`config.mk`:
```
export PLATFORM = sky130hd
export DESIGN_NAME = pipeline_hazard_ctrl
export DESIGN_NICKNAME = d
export VERILOG_FILES = /design/src/rtl/pipeline_hazard_ctrl.sv
export SDC_FILE = /design/constraint.sdc
export NUM_CORES = 1
export LEC_CHECK = 0
export ABC_AREA = 1
export CORE_AREA = 2 2 81 75
export CTS_CLUSTER_SIZE = 40
export DETAILED_ROUTE_END_ITERATION = 12
export DIE_AREA = 0 0 83 77
export HOLD_SLACK_MARGIN = 0.1
export PLACE_DENSITY = 0.78
export SLEW_MARGIN = 20
export SYNTH_ARGS = -nofsm -noshare
export SYNTH_HDL_FRONTEND = slang
export SYNTH_SLANG_ARGS = --single-unit
export TNS_END_PERCENT = 50
```
`constraint.sdc`:
```
create_clock -name clk -period 2.4 [get_ports clk]
set_input_delay 0.72 -clock clk [delete_from_list [all_inputs] [get_ports clk]]
set_output_delay 0.72 -clock clk [all_outputs]
set_load 0.02 [all_outputs]
```
`src/rtl/pipeline_hazard_ctrl.sv`:
```
// rtl/pipeline_hazard_ctrl.sv - stall/flush sequencer for a five-stage MIPS pipeline
//
// Purpose:
//   Generates the we/clr controls of the F/D/E/M/W pipeline registers from
//   load-use hazards, taken branches and a multi-cycle data-memory handshake.
//   Keeps a saturating stall-cycle counter and a sticky memory-timeout flag.
//
// Ports:
//   clk, rst                 clock, synchronous active-high reset
//   rs_d, rt_d               D-stage source register fields
//   mem_read_e               E-stage instruction is a load
//   reg_write_addr_e         E-stage destination register
//   branch_taken_d           D-stage branch/jump resolved taken
//   mem_access_m             M-stage instruction is a load or store
//   dmem_ready               data memory completes the access this cycle
//   dmem_req                 data-memory request
//   stall_f/d/e/m            hold PC, IF-ID, ID-EX, EX-MEM registers
//   flush_d/e/w              clear IF-ID, ID-EX, MEM-WB registers
//   mem_timeout              sticky memory-timeout error
//   stall_count              saturating count of cycles with stall_f=1

module pipeline_hazard_ctrl #(
    parameter int TIMEOUT_CYCLES = 64,
    parameter int CNT_W          = 32
) (
    input  logic             clk,
    input  logic             rst,
    input  logic [4:0]       rs_d,
    input  logic [4:0]       rt_d,
    input  logic             mem_read_e,
    input  logic [4:0]       reg_write_addr_e,
    input  logic             branch_taken_d,
    input  logic             mem_access_m,
    input  logic             dmem_ready,
    output logic             dmem_req,
    output logic             stall_f,
    output logic             stall_d,
    output logic             stall_e,
    output logic             stall_m,
    output logic             flush_d,
    output logic             flush_e,
    output logic             flush_w,
    output logic             mem_timeout,
    output logic [CNT_W-1:0] stall_count
);

    // Wait counter only has to reach TIMEOUT_CYCLES-1.
    localparam int WCNT_W = (TIMEOUT_CYCLES > 1) ? $clog2(TIMEOUT_CYCLES) : 1;
    localparam logic [WCNT_W-1:0] WCNT_LAST = WCNT_W'(TIMEOUT_CYCLES - 1);
    localparam logic [CNT_W-1:0]  CNT_MAX   = '1;

    typedef enum logic [1:0] {
        ST_IDLE  = 2'd0,
        ST_WAIT  = 2'd1,
        ST_ERROR = 2'd2
    } state_t;

    state_t              state_q, state_d;
    logic [WCNT_W-1:0]   wcnt_q, wcnt_d;
    logic                timeout_q, timeout_d;
    logic [CNT_W-1:0]    stall_cnt_q, stall_cnt_d;

    logic                mem_stall;
    logic                load_use;

    assign load_use = mem_read_e && (reg_write_addr_e != 5'd0) &&
                      ((reg_write_addr_e == rs_d) || (reg_write_addr_e == rt_d));

    always_ff @(posedge clk) begin
        if (rst) begin
            state_q     <= ST_IDLE;
            wcnt_q      <= '0;
            timeout_q   <= 1'b0;
            stall_cnt_q <= '0;
        end else begin
            state_q     <= state_d;
            wcnt_q      <= wcnt_d;
            timeout_q   <= timeout_d;
            stall_cnt_q <= stall_cnt_d;
        end
    end

    always_comb begin
        state_d   = state_q;
        wcnt_d    = wcnt_q;
        timeout_d = timeout_q;
        mem_stall = 1'b0;
        dmem_req  = 1'b0;
        stall_f   = 1'b0;
        stall_d   = 1'b0;
        stall_e   = 1'b0;
        stall_m   = 1'b0;
        flush_d   = 1'b0;
        flush_e   = 1'b0;
        flush_w   = 1'b0;

        case (state_q)
            ST_IDLE: begin
                dmem_req = mem_access_m;
                // A zero-wait access completes in place without stalling.
                if (mem_access_m && !dmem_ready) begin
                    mem_stall = 1'b1;
                    state_d   = ST_WAIT;
                    wcnt_d    = '0;
                end
            end
            ST_WAIT: begin
                dmem_req = 1'b1;
                if (dmem_ready) begin
                    // Completion cycle is unstalled so the M-stage result advances.
                    state_d = ST_IDLE;
                    wcnt_d  = '0;
                end else begin
                    mem_stall = 1'b1;
                    if (wcnt_q == WCNT_LAST) begin
                        state_d   = ST_ERROR;
                        timeout_d = 1'b1;
                    end else begin
                        wcnt_d = wcnt_q + 1'b1;
                    end
                end
            end
            ST_ERROR: begin
                mem_stall = 1'b1;
                timeout_d = 1'b1;
            end
            default: begin
                state_d = ST_IDLE;
            end
        endcase

        // Memory stall freezes everything up to M and bubbles W; load-use and
        // branch handling are ignored until the access resolves.
        if (mem_stall) begin
            stall_f = 1'b1;
            stall_d = 1'b1;
            stall_e = 1'b1;
            stall_m = 1'b1;
            flush_w = 1'b1;
        end else if (load_use) begin
            stall_f = 1'b1;
            stall_d = 1'b1;
            flush_e = 1'b1;
        end

        // A stalled branch is re-evaluated next cycle rather than flushed now.
        flush_d = branch_taken_d && !stall_d;

        if (rst) begin
            dmem_req = 1'b0;
            stall_f  = 1'b0;
            stall_d  = 1'b0;
            stall_e  = 1'b0;
            stall_m  = 1'b0;
            flush_d  = 1'b0;
            flush_e  = 1'b0;
            flush_w  = 1'b0;
        end

        stall_cnt_d = stall_cnt_q;
        if (stall_f && (stall_cnt_q != CNT_MAX)) begin
            stall_cnt_d = stall_cnt_q + 1'b1;
        end
    end

    assign mem_timeout = timeout_q;
    assign stall_count = stall_cnt_q;

endmodule

```
Word level (Yosys, flattened, before mapping) --
Cells that the tools add are included.
Storage, ports and cells: output and inout port bits 41, bits in read-only memories 0, bits in writable memories 0, logic and storage cells 57, bits of input ports 21, bits in latches 0, memories kept 0, bits in registers 41
Cells by class: shift-type cells 0, bitwise logic cells 1, multiply operators 0, order comparisons 0, divide/modulo/power cells 0, muxes and demuxes 24, reduce and logical (&&, ||, !) cells 15, eq/ne operators 11, $add $sub $neg 2
Operators by type and width (count):
- adder 32 x 1 -> 32 bit (second input constant) | 1
- inequality test 32 bit (second input constant) | 1
- two-way mux 6 bit | 3
- two-way mux 1 bit | 13
- case mux 6 bit (2 select lines) | 1
- == test 5 bit | 2
- AND reduction 3 bit | 3
- adder 6 x 1 -> 6 bit (second input constant) | 1
- == test 6 bit (second input constant) | 1
- two-way mux 2 bit | 3
- inequality test 2 bit (second input constant) | 3
- inequality test 3 bit (second input constant) | 2
- case mux 2 bit (3 select lines) | 1
- logical AND 1 bit | 5
- nonzero test 5 bit | 1
- case mux 1 bit (2 select lines) | 2
- nonzero test 2 bit | 2
- case mux 1 bit (3 select lines) | 1
- == test 2 x 1 -> 1 bit (second input constant) | 1
- == test 2 bit (second input constant) | 1
- zero test 1 bit | 2
- zero test 2 bit | 1
- logical OR 1 bit | 1
- inverter 1 bit | 1

Depth between registers and ports, before layout --
depth in word-level cells 8, gate-level depth with buffers 13, mapped depth without buffers 12

Worst setup path after synthesis --
OpenSTA, ideal clock, no wires.
kind input-to-output, start point input mem_access_m, end point output stall_f, buffers on the path 1, stages on the path 5, setup slack -0.029 ns, data required time 1.680 ns, data arrival time 1.709 ns, cells stage by stage o21ai_0 nor2_1 o21ai_0 nand2_1 buf_4
On the way: longest elaborated chain between the ends 5
Ends and longest elaborated chain:
- from (decl) | line 33 | input logic mem_access_m,
- logical AND 1 bit | line 101 | if (mem_access_m && !dmem_ready) begin
- two-way mux 1 bit | line 101
- case mux 1 bit (3 select lines) | line 97 | case (state_q)
- two-way mux 1 bit (2 in a row)
- to (decl) | line 36 | output logic stall_f,
Every way passes these cells.

Worst setup path after layout --
start point input reg_write_addr_e[3], end point output flush_e
On the way: longest elaborated chain between the ends 6
Ends and longest elaborated chain:
- from (decl) | line 31 | input logic [4:0] reg_write_addr_e,
- == test 5 bit or nonzero test 5 bit (tied branches) | line 67, 66
- logical OR 1 bit or logical AND 1 bit (tied branches) | line 67, 66
- logical AND 1 bit (*) | line 66 | assign load_use = mem_read_e && (reg_write_addr_e != 5'd0) &&
- two-way mux 1 bit (*) | line 140 | end else if (load_use) begin
- two-way mux 1 bit (*) | line 134 | if (mem_stall) begin
- two-way mux 1 bit (*) | line 149 | if (rst) begin
- to (decl) | line 41 | output logic flush_e,
Every way passes the cells marked *; elsewhere a longest branch is shown, timed or not.

==> metrics.txt <==
# TYPE chip_impl_metric gauge
chip_impl_metric{name="reg2reg_slack",unit="ns"} 0.34
chip_impl_metric{name="rows",unit=""} 26
chip_impl_info{name="regToRegStartpoint",value="stall_count[0]"} 1
chip_impl_metric{name="finalNetCount",unit=""} 549
chip_impl_info{name="tritoncts",value="yes"} 1
chip_impl_metric{name="cts.sinks",unit=""} 41
chip_impl_info{name="path_delay_family",value="simple AND/OR/NAND/NOR gates"} 1
chip_impl_metric{name="maxCapViolations",unit=""} 0
chip_impl_metric{name="detail_route.vias_per_cell",unit=""} 5.062
chip_impl_metric{name="relSlewSlack",unit="%"} 67.85
chip_impl_metric{name="drt_first_pass_iters",unit=""} 4
chip_impl_metric{name="route.antenna.remaining_nets",unit=""} 0
chip_impl_metric{name="yosysWarningCount",unit=""} 0
chip_impl_metric{name="r2r.worst_path.cells",unit=""} 13
chip_impl_metric{name="fin_setup_tns",unit="ns"} 0
chip_impl_metric{name="critical_path_cell_count",unit=""} 10
chip_impl_metric{name="die_area",unit="mm²"} 0.006391
chip_impl_metric{name="area_share_of_the_largest_cell_type_after_synthesis",unit="%"} 30.74
chip_impl_info{name="setup.worst_path.start_class",value="input port"} 1
chip_impl_metric{name="netlist_area",unit="mm²"} 0.002670
chip_impl_metric{name="post-dp-hpwl",unit="µm"} 5161
chip_impl_info{name="yosys.area.top_type",value="dfxtp_1"} 1
chip_impl_metric{name="pin_count",unit=""} 62
chip_impl_metric{name="worstPathRequired",unit="ns"} 1.68
chip_impl_metric{name="die_height",unit="µm"} 77
chip_impl_metric{name="power.density_cell_area",unit="mW/mm²"} 396.8
chip_impl_metric{name="synth_to_final_area_change",unit="%"} 31.44
chip_impl_metric{name="clock_tree.buffer_depth",unit=""} 2
chip_impl_info{name="timing_worst_setup_path_type",value="input port to output port"} 1
chip_impl_metric{name="number_of_library_cell_types_mapped_by_synthesis",unit=""} 24
chip_impl_metric{name="final.setup_skew",unit="ns"} 0.004588
chip_impl_metric{name="routed_via_count",unit=""} 3022
chip_impl_metric{name="worst_slew_pin_slew",unit="ns"} 0.4822
chip_impl_metric{name="min_delay_path_depth",unit=""} 1
chip_impl_metric{name="clk-insertion-delay-late",unit="ns"} 0.30
chip_impl_metric{name="numPlacedInstances",unit=""} 588
chip_impl_metric{name="iteration_0_drc_markers",unit=""} 175
chip_impl_metric{name="synth_cells",unit=""} 461
chip_impl_info{name="setup_repair_after_global_routing_missed_its_margin",value="yes"} 1
chip_impl_info{name="outcome",value="complete, no violations"} 1
chip_impl_metric{name="cp_data_arrival_time",unit="ns"} 1.65
chip_impl_metric{name="first_global_vias",unit=""} 2679
chip_impl_metric{name="synth_edf_count",unit=""} 0
chip_impl_metric{name="final.min_clock_period",unit="ns"} 2.367
chip_impl_metric{name="crit_path_max_fanout",unit=""} 3
chip_impl_metric{name="grt_pass1_wl",unit="µm"} 11720
chip_impl_metric{name="htreeDepth",unit=""} 2
chip_impl_metric{name="static-leakage-power",unit="nW"} 1.575
chip_impl_metric{name="slowest_delay",unit="ns"} 0.17
chip_impl_metric{name="fin_cells",unit=""} 597
chip_impl_metric{name="power.total",unit="W"} 0.001393
chip_impl_metric{name="pre_cts_slack",unit="ns"} -0.8690
chip_impl_info{name="synth_ff_type",value="dfxtp_1"} 1
chip_impl_metric{name="gp_congestion",unit=""} 0.9497
chip_impl_metric{name="final_antenna_diode_count",unit=""} 0
chip_impl_info{name="endpoint_kind",value="output port"} 1
chip_impl_metric{name="initial_utilization",unit="%"} 48.00
chip_impl_metric{name="fp.dieW",unit="µm"} 83
chip_impl_metric{name="ys_seq_area_share",unit="%"} 30.74
chip_impl_metric{name="hold_viol_final",unit=""} 0
chip_impl_metric{name="finalSetupViolations",unit=""} 0
chip_impl_info{name="cp_cell_sequence",value="buf_4, inv_2, nand2_1, nand2_1, nor2_1, nand3_1, nand2_2, nand3_2, nor3_2, buf_4"} 1
chip_impl_metric{name="syn-mean-instance-area",unit="µm²"} 5.792
chip_impl_info{name="clock-root-buffer",value="clkbuf_8"} 1
chip_impl_metric{name="drc",unit=""} 0
chip_impl_metric{name="layout.filler_cells",unit=""} 515
chip_impl_metric{name="pin_count_of_the_biggest_net_entering_global_routing",unit=""} 53
chip_impl_metric{name="synth.ff_latch_count",unit=""} 41
chip_impl_metric{name="cts_made_buffers",unit=""} 5
chip_impl_info{name="cpMaxStageDelayCell",value="buf_4"} 1
chip_impl_info{name="synth.top_cells.by_area",value="dfxtp_1, nand2_1, nor2_1, inv_1, nand3_1"} 1
chip_impl_info{name="worstHoldPathType",value="flip-flop to flip-flop"} 1
chip_impl_metric{name="synth_fp_nets",unit=""} 484
chip_impl_info{name="crit_end",value="flush_e"} 1
chip_impl_metric{name="antenna_found_initial",unit=""} 0
chip_impl_info{name="startpoint",value="reg_write_addr_e[3]"} 1
chip_impl_metric{name="ir_drop_worst_case_vdd",unit="V"} 0.0002645
chip_impl_metric{name="layout_setup_ws",unit="ns"} 0.03287
chip_impl_metric{name="achievable-frequency",unit="GHz"} 0.4225
chip_impl_metric{name="finalMaxSlewViolations",unit=""} 0
chip_impl_metric{name="globalRouteOverflowTotal",unit=""} 0
chip_impl_metric{name="io_buffer_count",unit=""} 61
chip_impl_metric{name="post_synthesis_async_set_or_reset_flop_share",unit="%"} 0
chip_impl_metric{name="timing.final.crit_share",unit="%"} 98.63
chip_impl_metric{name="routed_wirelength",unit="µm"} 6913
chip_impl_metric{name="gr-usage-all-layers",unit="%"} 21.88
chip_impl_metric{name="fraction_of_layout_instances_using_a_drive_strength_above_1",unit="%"} 15.75
chip_impl_metric{name="routedWlPerCell",unit="µm"} 11.58
chip_impl_metric{name="core_region_area",unit="mm²"} 0.005563
chip_impl_metric{name="path_clk_slew",unit="ns"} 0.08
chip_impl_info{name="r2r-end",value="stall_count[7]"} 1
chip_impl_metric{name="worstPathBufferInverterCount",unit=""} 3
==> power by group <==
part | total, W | switching (W) | internal, W
sequential | 0.000692 | 0.00000599 | 0.000686
clock | 0.000506 | 0.000246 | 0.000260
combinational | 0.000195 | 0.000114 | 0.0000809
total | 0.00139 | 0.000366 | 0.00103
==> flip-flops by register name, indices dropped and copies added, names as in the netlist <==
signal       cells
mem_timeout      1
stall_count     32
state_q          2
wcnt_q           6
==> per-layer routing <==
layer  track usage (%)  part of all wire, %  up-vias
met4             7.049                  1.4        0
met1             27.95                   45     1358
met2             37.42                   49       76
li1                  -                    -     1575
met3             3.875                  4.7       13
met5                 0                    0        -
==> cell usage in the layout, fill, tap and decap left out, drive strengths merged, types with 10 or more instances in the layout <==
cell / Yosys / layout
buf: 11 / 28
a21oi: 16 / 16
nand4: 17 / 17
nor3: 10 / 10
nor2: 90 / 90
nand2: 134 / 134
dfxtp: 41 / 41
clkbuf: 3 / 12
clkdlybuf4s50: 0 / 34
nand3: 51 / 51
inv: 71 / 71
==> synth_stat cells (4+ instances only) <==
master / instances
nand2_1: 131
nand4_1: 17
nor3_1: 10
inv_1: 68
a21oi_1: 16
nand3_2: 4
buf_2: 7
dfxtp_1: 41
o21ai_0: 8
nor2_1: 85
nand3_1: 47
==> per-stage QoR <==
step | hold WS [ns] | cell area [µm²] | utilization, %
global route | 0.5147 | 3510 | 63.09
global placement | 0.4660 | 3366 | 60.50
finish | 0.4890 | 3510 | 63.09
detailed placement | 0.4729 | 3366 | 60.50
CTS | 0.4917 | 3453 | 62.08
floorplan | 0.4491 | 2673 | -
==> logic make-up (layout without fill, tap and decap cells) <==
| kind of cell | count (synthesis) | in the layout | synth area share (%) |
|---|---|---|---|
| and+or+nand+nor | 304 | 304 | 49.25 |
| buffers and inverters | 85 | 151 | 12.98 |
| DFF | 41 | 41 | 30.74 |
| AOI/OAI and AO/OA | 26 | 26 | 5.108 |
| xor gates and xnor gates | 3 | 3 | 0.9842 |
| adders and majority gates | 2 | 2 | 0.9371 |
==> cell type report <==
type | instances | area [µm²] | share of cell area, %
clock buffers | 7 | 96.34 | 2.745
clock inverters | 1 | 5.005 | 0.1426
inverters | 71 | 269.0 | 7.665
multi-input cells | 335 | 1578 | 44.96
flip-flops and latches | 41 | 820.8 | 23.39
well taps | 70 | 87.58 | 2.496
repair buffers | 72 | 653.1 | 18.61
==> worst min-delay path by stage <==
stage | from | to | slack [ns]
floorplan | wcnt_q[2] | wcnt_q[2] | 0.45
global route | wcnt_q[2] | wcnt_q[2] | 0.51
CTS | wcnt_q[2] | wcnt_q[2] | 0.49
detailed placement | wcnt_q[2] | wcnt_q[2] | 0.47
global placement | wcnt_q[2] | wcnt_q[2] | 0.47
finish | wcnt_q[2] | wcnt_q[2] | 0.49
==> what timing repair did <==
item                                    CTS  global route
buffers inserted                          1             0
endpoints found under the setup margin    9             4
hold buffers                              0             0
gates resized for setup                 101            42
pin swaps                                23            22
gates cloned                              0             0
endpoints found under the hold margin     0             0
Power figures use the tool's default switching activity.
